## src/rtl/apb_slave_regs.sv

```systemverilog
// APB completer with a small bank of 32-bit control/status registers.
// Reg 0 is a read-only ID word; regs 1..NUM_REGS-1 are read/write.
// A fixed number of wait states is inserted before PREADY. Bad accesses
// (misaligned, out of range, or a write to the ID register) set PSLVERR.
module apb_slave_regs #(
    parameter int unsigned     ADDR_W      = 8,
    parameter int unsigned     DATA_W      = 32,
    parameter int unsigned     NUM_REGS    = 8,
    parameter int unsigned     WAIT_STATES = 1,
    parameter logic [DATA_W-1:0] ID_VALUE  = 32'hA9B0_0001
) (
    input  logic              PCLK,
    input  logic              PRESETn,
    input  logic              PSEL,
    input  logic              PENABLE,
    input  logic              PWRITE,
    input  logic [ADDR_W-1:0] PADDR,
    input  logic [DATA_W-1:0] PWDATA,
    output logic [DATA_W-1:0] PRDATA,
    output logic              PREADY,
    output logic              PSLVERR
);

    localparam int unsigned IDX_W = ADDR_W - 2;
    localparam logic [3:0]  WS    = 4'(WAIT_STATES);

    typedef enum logic [1:0] {
        ST_IDLE   = 2'd0,
        ST_ACCESS = 2'd1,
        ST_DONE   = 2'd2
    } state_t;

    state_t             r_state;
    state_t             w_state_next;
    logic [3:0]         r_cnt;
    logic [IDX_W-1:0]   r_idx;
    logic               r_write;
    logic [DATA_W-1:0]  r_wdata;
    logic               r_err;
    logic [DATA_W-1:0]  r_prdata;
    logic               r_pslverr;
    logic [DATA_W-1:0]  r_regs [1:NUM_REGS-1];

    logic [IDX_W-1:0]   w_idx;
    logic               w_err;
    logic               w_setup;
    logic               w_start;
    logic               w_commit;
    logic [DATA_W-1:0]  w_rdata;
    logic [NUM_REGS-1:1] w_we;

    // Decode of the address presented during the setup phase
    assign w_idx   = PADDR[ADDR_W-1:2];
    assign w_err   = (PADDR[1:0] != 2'b00)
                   | (32'(w_idx) >= NUM_REGS)
                   | (PWRITE & (w_idx == '0));
    assign w_setup = PSEL & ~PENABLE;
    // A new transfer only starts from IDLE or DONE; a setup seen while in
    // ACCESS belongs to nothing and is ignored.
    assign w_start = w_setup & (r_state != ST_ACCESS);

    assign PREADY   = (r_state == ST_ACCESS) && (r_cnt == WS);
    assign w_commit = (r_state == ST_ACCESS) & PSEL & PENABLE & PREADY;
    assign PRDATA   = r_prdata;
    assign PSLVERR  = r_pslverr;

    // Per-register write enables; the decode was frozen at the setup edge
    for (genvar gi = 1; gi < NUM_REGS; gi++) begin : g_we
        assign w_we[gi] = w_commit & r_write & ~r_err & (r_idx == IDX_W'(gi));
    end

    // State register
    always_ff @(posedge PCLK or negedge PRESETn) begin
        if (!PRESETn) r_state <= ST_IDLE;
        else          r_state <= w_state_next;
    end

    // Next-state logic: IDLE -> ACCESS -> DONE, with abort on PSEL loss
    always_comb begin
        w_state_next = r_state;
        case (r_state)
            ST_IDLE: begin
                if (w_setup) w_state_next = ST_ACCESS;
            end
            ST_ACCESS: begin
                if (!PSEL)         w_state_next = ST_IDLE;
                else if (w_commit) w_state_next = ST_DONE;
            end
            ST_DONE: begin
                if (w_setup)   w_state_next = ST_ACCESS;
                else if (!PSEL) w_state_next = ST_IDLE;
            end
            default: w_state_next = ST_IDLE;
        endcase
    end

    // Latch the transfer on the setup edge and count wait states
    always_ff @(posedge PCLK or negedge PRESETn) begin
        if (!PRESETn) begin
            r_cnt   <= '0;
            r_idx   <= '0;
            r_write <= 1'b0;
            r_wdata <= '0;
            r_err   <= 1'b0;
        end else if (w_start) begin
            r_cnt   <= '0;
            r_idx   <= w_idx;
            r_write <= PWRITE;
            r_wdata <= PWDATA;
            r_err   <= w_err;
        end else if ((r_state == ST_ACCESS) && PSEL && (r_cnt < WS)) begin
            r_cnt <= r_cnt + 4'd1;
        end
    end

    // Read mux; reg 0 is the constant ID word
    always_comb begin
        w_rdata = ID_VALUE;
        for (int unsigned i = 1; i < NUM_REGS; i++) begin
            if (r_idx == IDX_W'(i)) w_rdata = r_regs[i];
        end
    end

    // Register bank update on a good write commit
    always_ff @(posedge PCLK or negedge PRESETn) begin
        if (!PRESETn) begin
            for (int unsigned i = 1; i < NUM_REGS; i++) r_regs[i] <= '0;
        end else begin
            for (int unsigned i = 1; i < NUM_REGS; i++) begin
                if (w_we[i]) r_regs[i] <= r_wdata;
            end
        end
    end

    // Response outputs change only on a commit and hold until the next one
    always_ff @(posedge PCLK or negedge PRESETn) begin
        if (!PRESETn) begin
            r_prdata  <= '0;
            r_pslverr <= 1'b0;
        end else if (w_commit) begin
            r_pslverr <= r_err;
            if (!r_write) r_prdata <= r_err ? '0 : w_rdata;
        end
    end

endmodule

```

## config.mk

```make
export PLATFORM = sky130hd
export DESIGN_NAME = apb_slave_regs
export DESIGN_NICKNAME = d
export VERILOG_FILES = /design/src/rtl/apb_slave_regs.sv
export SDC_FILE = /design/constraint.sdc
export NUM_CORES = 1
export LEC_CHECK = 0
export ABC_CLOCK_PERIOD_IN_PS = 2500
export BUFFER_PORTS_ARGS = -buffer_cell sky130_fd_sc_hd__buf_2
export CORE_MARGIN = 2
export CORE_UTILIZATION = 60
export DETAILED_ROUTE_END_ITERATION = 16
export GPL_TIMING_DRIVEN = 1
export HOLD_SLACK_MARGIN = 0.02
export PLACE_DENSITY = 0.84
export SLEW_MARGIN = 40
export SYNTH_ARGS = -nofsm -noshare
export SYNTH_HDL_FRONTEND = slang
export SYNTH_SLANG_ARGS = --single-unit
```

## constraint.sdc

```tcl
create_clock -name PCLK -period 2.5 [get_ports PCLK]
set_input_delay 0.25 -clock PCLK [delete_from_list [all_inputs] [get_ports PCLK]]
set_output_delay 0.25 -clock PCLK [all_outputs]
set_load 0.03 [all_outputs]
```

==> results_dict.tcl <==
set metrics [dict create \
    drive_gt1_share_pct 36.7 \
    cp-start-kind "register" \
    leakagePower_nw 7.75 \
    dpl.hpwl_um 19900 \
    finalNonFillerCells 1521 \
    start_util_pct 60.6 \
    fin_skew_ns 0.0127 \
    antenna_cells 0 \
    io_pins 79 \
    rsz0062_at_grt "false" \
    ys_seq_area_share_pct 53.8 \
    cts_root_buf "clkbuf_16" \
    cts_setup_buffers 0 \
    grt_max_degree 76 \
    synth_cells 1058 \
    clkTransAtPathRegs_ns 0.06 \
    wl_per_cell_um 22.1 \
    drcViolationCount 0 \
    tritoncts "built" \
    antenna_found_initial 0 \
    ys.warnings.count 0 \
    hp-class "input port to register" \
    p_per_area_nw_per_um2 725 \
    syn-cell-area_um2 14100 \
    layout_min_cycle_time_ns 2.36 \
    firstDrtPassIters 5 \
    synth-main-ff-cell "dfrtp_1" \
    crit_fanout 8 \
    ant_nets 0 \
    rows 56 \
    fin_nets 1228 \
    maxCapViolCount 0 \
    cts.path.max_buffers 3 \
    run_status "completed" \
    dr.first_iter.drc_count 824 \
    vias_per_cell 6.15 \
    relSlewSlack_pct 57.0 \
    fmax_mhz 423 \
    clk_latency_ns 0.56 \
    postSynthNetCount 1106 \
    peakVddDrop_mv 0.781 \
    die_x_um 157 \
    ys_ff_latch 303 \
    die_h_um 157 \
    cts_made_buffers 31 \
    routed_wl_um 33600 \
    maxSlewViolCount 0 \
    setup_viol 0 \
    placed_cells 1424 \
    worstMarginPinSlew_ns 0.638 \
    vias 9349 \
    yosysUniqueCellTypes 54 \
    syn2layout_area_growth_pct 16.7 \
    whs_ns 0.102 \
    gp_congestion 0.790 \
    end_kind "register" \
    synthArstFlopShare_pct 100 \
    path_class "register to register" \
    clock-sinks 303 \
    io_buffers 78 \
    dieArea_um2 24700 \
    grt_overflow 0 \
    crit_required_ns 2.99 \
    fin_util_pct 70.7 \
    power_w 0.0119 \
    synth-edff-count 0 \
    grt_pass1_wl_um 54100 \
    grt.total_usage_pct 27.9 \
    finalHoldViolCount 0 \
    htreeDepth 1 \
    min_period_over_period_pct 94.6 \
    syn_area_per_cell_um2 13.3 \
    arrival_ns 2.85 \
    setup_tns_ns 0 \
    core_um2 23300 \
    grt_pass1_vias 10000 \
]
-- final timing paths --
kind	startpoint	to	cells after the start	slack [ns]
max	r_cnt[1]	PRDATA[23]	6	0.14
min in group asynchronous	PRESETn	r_regs[109]	2	0.24
min reg2reg	r_regs[132]	r_regs[132]	1	0.49
min	PADDR[1]	r_err	4	0.10
max in group asynchronous	PRESETn	r_regs[95]	3	1.45
max reg2reg	r_cnt[1]	PRDATA[23]	6	0.14
-- timing repair --
action,CTS,global route
resized for setup,0,1
hold endpoints to repair,104,0
setup endpoints to repair,0,2
hold buffers,42,0
-- cells by family after synthesis --
group                    count (synthesis)  share of synthesized area [%]
multiplexers                           345                           27.8
flip-flops                             303                           53.8
AND/OR/NAND/NOR                        207                           9.29
buffers and inverters                  109                           4.04
AO/OA/AOI/OAI                           90                           4.74
adder cells (fa/ha/maj)                  3                          0.266
XOR/XNOR                                 1                         0.0621
-- cells in the mapped netlist (2+ instances only) --
cell         n  share of area (%)
nor2b_1      3               0.13
nand2_1     14               0.37
o21ai_0      2              0.071
dfrtp_1    303                 54
ha_1         3               0.27
nor3_2       2               0.14
a2bb2oi_1    7               0.43
mux2i_1     80                5.7
o21ai_1      7               0.25
buf_12       3               0.43
buf_6        9               0.72
mux2_2     217                 17
or4_1        5               0.27
a211oi_1    23                1.2
mux4_2       2               0.32
a21oi_1      2              0.071
clkbuf_1    38                1.0
nor2_1       8               0.21
buf_4        5               0.27
or3_1        2              0.089
nor4_1      25                1.1
buf_1        7               0.19
nor3_1      79                2.8
buf_2       20               0.71
nand3_1      2              0.071
mux2_1      16                1.3
nand2b_1     5               0.22
o22ai_1     14               0.62
o31ai_1     23                1.2
and2_1      25                1.1
a2111o_1     7               0.56
nor4b_1     24                1.5
inv_1       26               0.69
mux2_4      30                3.2
-- critical path, stage by stage (launching register included) --
cell and delay, ns:
dfrtp_1 0.40, inv_1 0.09, ha_1 0.16, or3b_1 0.41, or4_1 0.70, a2111o_1 0.41
o21ai_1 0.12
-- cell usage in the layout, fill, tap and decap left out, types with 3 or more instances in the layout --
| cell type | n |
|---|---|
| mux2_1 | 16 |
| nor2_1 | 8 |
| clkbuf_16 | 31 |
| buf_4 | 42 |
| clkbuf_8 | 12 |
| bufinv_16 | 3 |
| dlygate4sd3_1 | 42 |
| o31ai_1 | 23 |
| o21ai_1 | 7 |
| buf_2 | 77 |
| inv_1 | 26 |
| nor4b_1 | 24 |
| mux2_2 | 217 |
| a2111o_1 | 7 |
| dfrtp_1 | 301 |
| a211oi_1 | 23 |
| mux2_4 | 30 |
| a2bb2oi_1 | 7 |
| buf_12 | 9 |
| ha_1 | 3 |
| nand2_1 | 14 |
| nor2b_1 | 3 |
| nor4_1 | 25 |
| nor3_4 | 3 |
| clkbuf_1 | 6 |
| or4_1 | 5 |
| o22ai_1 | 14 |
| and2_1 | 25 |
| nand2b_1 | 5 |
| mux2i_1 | 80 |
| nor3_1 | 78 |
-- final cells by class --
cell class	instances	area, um^2
sequential	303	7590
fill	1588	6810
multi-input combinational	646	5980
timing repair buffer	171	1320
clock buffer	49	963
tap	319	399
clock inverter	6	109
inverter	27	101
-- power by group --
part / internal, W / switching, W / total [W]
Combinational: 0.000593 / 0.000982 / 0.00158
Sequential: 0.00513 / 0.000419 / 0.00555
Clock: 0.00292 / 0.00188 / 0.00480
-- metal layers --
layer,wire (um),vias up,share of wire [%],GRT usage (%)
met1,14100,4860,42,36.9
met5,0,-,0,0
met3,1620,70,4.8,3.88
met4,892,0,2.7,8.87
met2,17000,293,51,48.0
li1,-,4126,-,-
-- through the flow --
step	cell area (um^2)	setup slack (ns)
after floorplan	14100	0.299
after global placement	15000	0.225
after detailed placement	15000	0.150
after CTS	16400	0.159
after global routing	16500	0.0105
final	16500	0.135
-- registers in the layout, summed over array words and instances (netlist names) --
signal,cells
r_regs,224
PRDATA,32
r_wdata,32
r_idx,6
r_cnt,4
r_state,2
PSLVERR,1
r_err,1
r_write,1
Note: power is estimated with default switching activity, not from simulation.
